**config.mk**
```make
export PLATFORM = sky130hd
export DESIGN_NAME = countdown_timer
export DESIGN_NICKNAME = d
export VERILOG_FILES = /design/src/rtl/countdown_timer_pkg.sv /design/src/rtl/countdown_timer_decrementer.sv /design/src/rtl/countdown_timer.sv
export SDC_FILE = /design/constraint.sdc
export NUM_CORES = 1
export LEC_CHECK = 0
export CAP_MARGIN = 20
export CORE_AREA = 2 2 39 41
export DETAILED_ROUTE_END_ITERATION = 16
export DIE_AREA = 0 0 41 43
export PLACE_DENSITY = 0.65
export SYNTH_ARGS = -nofsm -noshare
export SYNTH_HDL_FRONTEND = slang
export SYNTH_HIERARCHICAL = 1
export SYNTH_SLANG_ARGS = --single-unit
```
**constraint.sdc**
```tcl
create_clock -name clk -period 2.42 [get_ports clk]
set_clock_uncertainty 0.2 [all_clocks]
set_input_delay 0.363 -clock clk [delete_from_list [all_inputs] [get_ports clk]]
set_output_delay 0.363 -clock clk [all_outputs]
set_load 0.03 [all_outputs]
```
**src/rtl/countdown_timer_pkg.sv**
```systemverilog
// rtl/countdown_timer_pkg.sv - shared types and defaults for the countdown timer
package countdown_timer_pkg;

  localparam int DEFAULT_WIDTH = 4;

  typedef enum logic [1:0] {
    IDLE = 2'd0,
    RUN  = 2'd1,
    DONE = 2'd2
  } state_t;

endpackage

```
**src/rtl/countdown_timer_decrementer.sv**
```systemverilog
// rtl/countdown_timer_decrementer.sv - gate-level ripple-borrow subtract-by-one
module countdown_timer_decrementer #(
  parameter int WIDTH = 4
) (
  input  logic [WIDTH-1:0] a,
  output logic [WIDTH-1:0] d,
  output logic             bout
);

  // Subtrahend is the constant 1: only bit 0 subtracts, upper stages just ripple the borrow.
  localparam logic [WIDTH-1:0] SUBTRAHEND = WIDTH'(1);

  wire [WIDTH:0] borrow;

  assign borrow[0] = 1'b0;

  // One full subtractor per bit, borrow rippling from bit 0 upward.
  for (genvar i = 0; i < WIDTH; i++) begin : g_fs
    wire b_bit;
    wire diff_ab;
    wire not_a;
    wire not_diff_ab;
    wire borrow_gen;
    wire borrow_prop;

    assign b_bit = SUBTRAHEND[i];

    xor u_x1 (diff_ab, a[i], b_bit);
    xor u_x2 (d[i], diff_ab, borrow[i]);
    not u_n1 (not_a, a[i]);
    and u_a1 (borrow_gen, not_a, b_bit);
    not u_n2 (not_diff_ab, diff_ab);
    and u_a2 (borrow_prop, not_diff_ab, borrow[i]);
    or  u_o1 (borrow[i+1], borrow_gen, borrow_prop);
  end

  assign bout = borrow[WIDTH];

endmodule

```
**src/rtl/countdown_timer.sv**
```systemverilog
// rtl/countdown_timer.sv - loadable down-counter timer with done pulse; option COUNTDOWN_TIMER_AUTO_RELOAD_EN
module countdown_timer
  import countdown_timer_pkg::*;
#(
  parameter int WIDTH = DEFAULT_WIDTH
) (
  input  logic             clk,
  input  logic             rst_n,
  input  logic             start,
  input  logic [WIDTH-1:0] load_val,
  input  logic             en,
  input  logic             stop,
  output logic [WIDTH-1:0] count,
  output logic             busy,
  output logic             done
);

  localparam logic [WIDTH-1:0] ZERO = '0;

  state_t           state_q;
  state_t           state_d;
  logic [WIDTH-1:0] count_q;
  logic             done_q;
  logic [WIDTH-1:0] dec_d;
  logic             dec_bout;
  logic             at_one;
  logic             step_run;
  logic             reload_tick;

  countdown_timer_decrementer #(
    .WIDTH(WIDTH)
  ) u_dec (
    .a    (count_q),
    .d    (dec_d),
    .bout (dec_bout)
  );

  // count==1 exactly when the decrement lands on zero without borrowing out of the top.
  assign at_one   = (dec_d == ZERO) && !dec_bout;
  assign step_run = (state_q == RUN) && !stop && en;

`ifdef COUNTDOWN_TIMER_AUTO_RELOAD_EN
  logic [WIDTH-1:0] reload_q;

  assign reload_tick = step_run && at_one;

  // Reload value captured on every nonzero start, reused at each terminal count.
  always_ff @(posedge clk or negedge rst_n) begin
    if (!rst_n) begin
      reload_q <= ZERO;
    end else if (state_q == IDLE && start && load_val != ZERO) begin
      reload_q <= load_val;
    end
  end
`else
  assign reload_tick = 1'b0;
`endif

  // State register.
  always_ff @(posedge clk or negedge rst_n) begin
    if (!rst_n) begin
      state_q <= IDLE;
    end else begin
      state_q <= state_d;
    end
  end

  // Next-state logic; stop outranks en, and the unused code falls back to IDLE.
  always_comb begin
    state_d = state_q;
    case (state_q)
      IDLE: begin
        if (start) begin
          state_d = (load_val == ZERO) ? DONE : RUN;
        end
      end
      RUN: begin
        if (stop) begin
          state_d = IDLE;
        end else if (en && at_one && !reload_tick) begin
          state_d = DONE;
        end
      end
      DONE:    state_d = IDLE;
      default: state_d = IDLE;
    endcase
  end

  // Moore outputs decoded from the state register.
  always_comb begin
    busy = (state_q == RUN);
  end

  // Counter register: load on start, decrement on enabled RUN cycles, reload or clear at one.
  always_ff @(posedge clk or negedge rst_n) begin
    if (!rst_n) begin
      count_q <= ZERO;
    end else begin
      case (state_q)
        IDLE: begin
          if (start) begin
            count_q <= load_val;
          end
        end
        RUN: begin
          if (step_run) begin
`ifdef COUNTDOWN_TIMER_AUTO_RELOAD_EN
            count_q <= at_one ? reload_q : dec_d;
`else
            count_q <= dec_d;
`endif
          end
        end
        DONE:    count_q <= ZERO;
        default: count_q <= count_q;
      endcase
    end
  end

  // Done pulse registered alongside entry into DONE, or alongside a reload tick.
  always_ff @(posedge clk or negedge rst_n) begin
    if (!rst_n) begin
      done_q <= 1'b0;
    end else begin
      done_q <= (state_d == DONE) || reload_tick;
    end
  end

  assign count = count_q;
  assign done  = done_q;

endmodule

```
==> results of run 1 <==
## final timing paths
path,start,endpoint,slack [ps],cells after the start
hold reg to reg,count[2],count[2],370,2
min in group clk,count[2],count[2],370,2
hold / removal,rst_n,state_q[1],170,1
setup reg to reg,count[0],done,170,9
max in group asynchronous,rst_n,count[0],1620,1
setup / recovery,count[0],done,170,9
## synth_stat cells
cell	count	area [µm²]
a211oi_2	1	12.51
nor2b_1	6	37.54
a21oi_1	4	20.02
o21ai_0	2	10.01
buf_4	1	7.510
nor2_1	4	15.01
o221ai_2	1	15.01
ha_1	6	75.07
dfrtp_1	7	175.2
inv_1	10	37.54
nand2_1	2	7.510
nand3_1	2	10.01
nor4_1	1	6.260
and3_1	1	6.260
a31oi_1	5	31.28
nand2b_1	2	12.51
or4_4	1	11.26
## layer usage
| layer | part of all wire [%] | global-route usage (%) | vias up |
|---|---|---|---|
| li1 | - | - | 224 |
| met1 | 48 | 16.94 | 197 |
| met2 | 47 | 20.00 | 9 |
| met3 | 4.7 | 3.141 | 2 |
| met4 | 0.78 | 10.00 | 0 |
| met5 | 0 | 0 | - |
## metrics by stage
stage / utilization [%] / cells / hold WS (ps)
5_1_grt: 49.01 / 89 / 181.4
2_1_floorplan: - / 56 / -132.6
6_report: 49.01 / 89 / 175.0
3_3_place_gp: 46.47 / 85 / 343.0
4_1_cts: 48.37 / 89 / 182.1
3_5_place_dp: 46.47 / 85 / 363.3
## cell type report
class                   instances  share of cell area, %
inverters                      10                  5.535
clock buffers                   4                  3.875
flip-flops and latches          7                  25.83
multi-input cells              38                  40.77
well taps                      16                  2.952
repair buffers                 14                  21.03
## kinds of logic (layout without fill, tap and decap cells)
group	after synthesis	count (layout)	synth area share, %
AND/OR/NAND/NOR	19	19	21.69
adder cells (fa/ha/maj)	6	6	15.31
flip-flops	7	7	35.71
buffers and inverters	11	28	9.185
AO/OA/AOI/OAI	13	13	18.11
## flip-flops by register name, summed over array words and instances, names as in the netlist
name and count:
count 4, state_q 2, done 1
## power by group through the flow
| stage | clock network (µW) | registers [µW] | logic (µW) |
|---|---|---|---|
| after global routing | 113 | 213 | 597 |
| after detailed placement | 0 | 208 | 531 |
| final | 98.9 | 205 | 545 |
| after CTS | 106 | 206 | 532 |
| after global placement | 0 | 204 | 523 |
| after floorplan | 0 | 274 | 299 |
==> results.md, run 1 <==
Layout:
- Registers take 175.2 µm².
- The most common library cell in the layout ignoring fill and taps is clkdlybuf4s50_1.
- The final layout contains around 90 nets.
- The area growth from synthesis to layout is 38.27%.
- The number of inserted diodes is 0.
- The multi-input gate area in the final layout is between 200 and 300 µm².
- In the layout the commonest cells are 13 x clkdlybuf4s50_1, 10 x inv_1, 7 x dfrtp_1.
- The share of layout cells above drive strength 1 is under 10%.
- The layout filler cell count is between 100 and 150.
- The finished cells cover between 600 and 700 µm².

Timing:
- The max-slew violation total from the final report was 0.
- The time the worst path needs with I/O delays and setup is 2250 ps.
- The final total negative setup slack is 0 ps.
- In this run the tightest slew margin relative to its limit is 64.33%.
- The final worst-path setup slack is 169.8 ps.
- The transition time at the pin with the least slew margin is 534.1 ps.
- The maximum achievable frequency is about 440 MHz.
- The final period utilization is between 90 and 100%.
- Setup violations remaining at the end of the flow were counted as 0.
- Setup repair after global routing left no endpoint under its margin.
- The final hold violation count is 0.

Floorplanning:
- From bottom edge to top edge, the die measures between 40 and 50 µm.
- For this configuration, the core starts out at a cell density of 35.44%.
- The die is approximately 41 µm wide.
- For this design the top-level I/O count stands at 15.
- In this run the standard cell core region covers roughly 1400 µm².
- The area enclosed by the die boundary is around 1800 µm².
- The total number of placement rows is 14.

Power:
- The clock network is responsible for 11.7% of the overall power.
- The internal power of the cells totals ~450 µW.
- The power density over the cells is 1252 nW/µm².
- The analysis attributes to cell leakage a power of 0.0003221 µW.
- The analysis attributes to net switching a power of 403.0 µW.
- Power comes to between 800 and 900 µW.
- The switching part of the total is a little under half.
- The power share of the sequential group is between 20% and 30%.
- The worst supply voltage drop on vdd is between 0.0004 and 0.0005 V.
- Combinational logic is responsible for roughly 64% of the overall power.

Place:
- The standard cell area after detailed placement is 643.1 µm².
- Summed over all nets, the half-perimeter wirelength after detailed placement is approximately 800 µm.
- The number of port buffers is 14.
- The weighted congestion at the end of routability-driven global placement is 0.7464.
- The worst slack after detailed placement is around 110 ps.

Run:
- Max-cap violations in this run came to 0.

Setup path:
- The biggest cell delay along the critical path is around 360 ps.
- The worst endpoint required time is 2400 ps.
- The worst path arrival time is between 2000 and 2500 ps.
- The dominant delay contributor by cell family on the critical path is adder cells.
- By startpoint and endpoint, the worst setup path is classified as flip-flop to flip-flop.
- The buffering stage count on the worst path with inverters included is 2.
- STA classifies the critical path endpoint as a flip-flop.
- The critical path goes through inv_1 > ha_1 > ha_1 > ha_1 > inv_1 > nor4_2 > a31oi_1 > o21ai_0 > and3_1.
- Among the stages of the critical path, the cell type that occurs most often is ha_1.
- The largest individual stage delay along the critical path comes from the cell dfrtp_1.
- Along the worst path, the maximum fanout reaches 3.
- The startpoint kind of the worst setup timing path is a flip-flop.

Route:
- The number of nets with antenna violations after detailed routing is 0.
- The DRC marker count from the first detailed-route iteration is 7.
- The final routed wirelength across all metal layers is between 1000 and 1500 µm.
- The first TritonRoute pass finished after 4 iterations.
- After detailed routing, the average wire length per cell comes to 11.52 µm.
- Across all layers, the routed design uses approximately 430 vias.
- The remaining design rule violation count is 0.
- The via density per instance is approximately 4.9.

Status:
- The run finished with clean final reports.

Logic synthesis:
- The synthesized design contains 7 register bits.
- The share of the Yosys chip area taken by registers is roughly 36%.
- The cell area that synthesis handed to floorplanning was about 500 µm².
- Synthesis produced a netlist whose cell count is 56.
- Each instance of the synthesized netlist takes up on average slightly below 9 µm².
- During synthesis, Yosys emitted a total of 6 warnings.
- The synthesized netlist contains 17 unique library cells.
- The number of nets produced by synthesis is 71.

Clocking:
- The H-tree depth is 1.
- The number of CTS-inserted buffers is 3.
- The number of sinks driven by the clock tree is 7.
- The count of instances resized after the clock tree is built is 0.
- Clock-pin slew was measured on the worst setup and hold paths at about 50 ps.
- The cts-stage hold buffer count is 0.
- The tree is rooted in a clkbuf_4.
- The TritonCTS clock tree is yes.
- The post-CTS setup repair buffer count is 0.
- In this run the deepest clock path goes through 2 buffers.
- The clock network latency to the later pin of the worst-skew pair is 240 ps.

Global routing:
- The initial antenna violation count is 0.
- The first global-routing pass estimated 1593 µm of wire.
- The largest net degree at the start of global routing is 9.
- The total overflow left after global routing is 0.
- The overall routing resource usage is ~14%.
- The via count of the first global-routing pass is between 400 and 500.

Min path:
- The class of the tightest hold or removal check is input pin to asynchronous set/reset pin.
Power figures use the tool's default switching activity.
==> run 2: changes to the inputs <==
--- a/config.mk
+++ b/config.mk
@@ -9,7 +9,7 @@
 export CORE_AREA = 2 2 39 41
 export DETAILED_ROUTE_END_ITERATION = 16
 export DIE_AREA = 0 0 41 43
-export PLACE_DENSITY = 0.65
+export PLACE_DENSITY = 0.76
 export SYNTH_ARGS = -nofsm -noshare
 export SYNTH_HDL_FRONTEND = slang
 export SYNTH_HIERARCHICAL = 1
==> results.md, run 2 (synthesized netlist as in run 1, its figures left out) <==
Layout:
- The register with the most flip-flops in the layout has 4 of them.
- The top cell types in the final layout, fill and taps aside, are 14 x clkdlybuf4s50_1, 10 x inv_1, 7 x dfrtp_1.
- At the end of the flow, the number of nets in the layout was a little under 90.
- The share of layout cells above drive strength 1 is under 10%.
- 0 antenna diodes ended up in the layout.
- The final instance area is 675.6 µm².
- The library cell used most frequently in the layout, excluding fill and tap cells, is clkdlybuf4s50_1.
- The area growth from synthesis to layout is 37.76%.

Place:
- Detailed placement ended at an HPWL of ~840 µm.
- Port buffering added 14 buffers.
- The weighted congestion at the end of routability-driven global placement is between 0.7 and 0.8.
- Before CTS, the worst setup slack after placement is ~150 ps.
- The standard cell area after detailed placement is between 600 and 700 µm².

Global routing:
- The largest net degree at the start of global routing is 9.
- Across every metal layer, demand over resource in global routing totals around 14%.
- The first global-routing pass estimated about 1700 µm of wire.
- The total global routing overflow is 0.
- The initial antenna violation count is 0.
- The via count of the first global-routing pass came to 451.

Clocking:
- The later pin in the worst-skew pair is clocked with a latency of about 240 ps.
- Counting every sink on the clock net gives 7.
- The number of CTS-inserted buffers is 3.
- The cts-stage hold buffer count is 0.
- The clock slew seen by the registers of the worst setup and hold paths is roughly 50 ps.
- The H-tree depth is 1.
- The clock passes through at most 2 buffers.
- TritonCTS built the clock tree.
- The tree is rooted in a clkbuf_4.

Route:
- The routed via count is approximately 450.
- The DRC marker count from the first detailed-route iteration is 5.
- The number of iterations in the first detailed-routing pass is 4.
- The average detailed-routed wire length per instance is about 11 µm.
- Using the TritonRoute via totals, the vias-per-cell ratio works out to 5.022.
- For this block, the routed nets add up to between 1000 and 1500 µm of wire.
- The detail route stage leaves a number of antenna-violating nets equal to 0.
- The remaining design rule violation count is 0.

Timing:
- The final total negative setup slack is 0 ps.
- The final count of negative-setup-slack endpoints is 0.
- Setup repair after global routing left no endpoint under its margin.
- The max-slew violation total from the final report is 0.
- The final worst-path setup slack is around 100 ps.
- The final period utilization is roughly 96%.
- At the pin with the least slew margin, the transition time is slightly below 500 ps.
- The time the worst path needs with I/O delays and setup is about 2300 ps.
- In this run the tightest slew margin relative to its limit is between 60% and 70%.
- The final hold violation count was 0.
- The tightest hold path in the finished design has a slack of about 170 ps.
- Timing would allow up to 431.8 MHz.

Floorplanning:
- The total number of placement rows is 14.
- The area enclosed by the die boundary is 1763 µm².
- During I/O placement, the number of pins put on the boundary was 15.
- The area inside the core boundary is approximately 1400 µm².
- Measured along the x axis, the die boundary spans 41 µm.
- The starting utilization of the core area is 35.44%.
- The floorplan step set the die height to roughly 43 µm.

Run:
- Max-cap violations in this run came to 0.

Setup path:
- The worst path arrival time is roughly 1800 ps.
- The worst endpoint required time is between 1500 and 2000 ps.
- The critical path class is flip-flop to output pin.
- The worst setup path is captured at an output pin.
- The maximum net fanout on the critical path is 8.
- The register-to-register setup slack is between 200 and 250 ps.
- The worst setup path is launched from a flip-flop.

Power:
- In this run the power density over the cells is 1262 nW/µm².
- The design draws between 800 and 900 µW.
- The worst supply voltage drop on vdd is around 0.00058 V.
- The static leakage is 0.0003106 µW.

Status:
- The flow ran to the end, and the final reports show no timing, DRC or antenna violations.

Min path:
- The class of the tightest hold or removal check is input pin to asynchronous set/reset pin.
-- run 2: critical path, cell delays in order, from the launching register on --
cell	delay, ps
dfrtp_1	390
inv_1	80
ha_1	310
clkdlybuf4s50_1	730
-- run 2: metrics by stage --
| stage | std cells | utilization (%) |
|---|---|---|
| after CTS | 89 | 48.37 |
| after detailed placement | 85 | 46.47 |
| after floorplan | 56 | - |
| final | 89 | 48.82 |
| after global placement | 85 | 46.47 |
| after global routing | 89 | 48.82 |
-- run 2: metal layers --
layer	part of all wire, %	vias to the layer above	track usage, %
li1	-	222	-
met1	44	219	16.39
met2	52	6	24.38
met5	0	-	0
met4	0	0	6.000
met3	3.3	0	1.571
-- run 2: path summary, 6_finish.rpt --
| check | start | to | depth (start not counted) |
|---|---|---|---|
| max in group asynchronous | rst_n | state_q[1] | 1 |
| max | state_q[1] | busy | 3 |
| min | rst_n | count[1] | 1 |
| min reg2reg | count[0] | count[0] | 2 |
| min in group clk | count[0] | count[0] | 2 |
| max reg2reg | count[0] | done | 9 |
-- run 2: what timing repair did --
item / 4_1_cts / 5_1_grt
setup endpoints to repair: 0 / 2
buffers inserted: 0 / 0
gates resized for setup: 0 / 1
-- run 2: final cells by class --
type	count	area [µm²]
Fill cell	140	708.2
Multi-Input combinational cell	38	276.5
Sequential cell	7	175.2
Timing Repair Buffer	14	140.1
Inverter	10	37.54
Clock buffer	4	26.28
Tap cell	16	20.02
-- run 2: power by group --
part	internal, µW	leakage [µW]	switching [µW]
registers	167	0.0000863	37.5
clock network	62.7	0.0000150	39.4
logic	215	0.000209	331
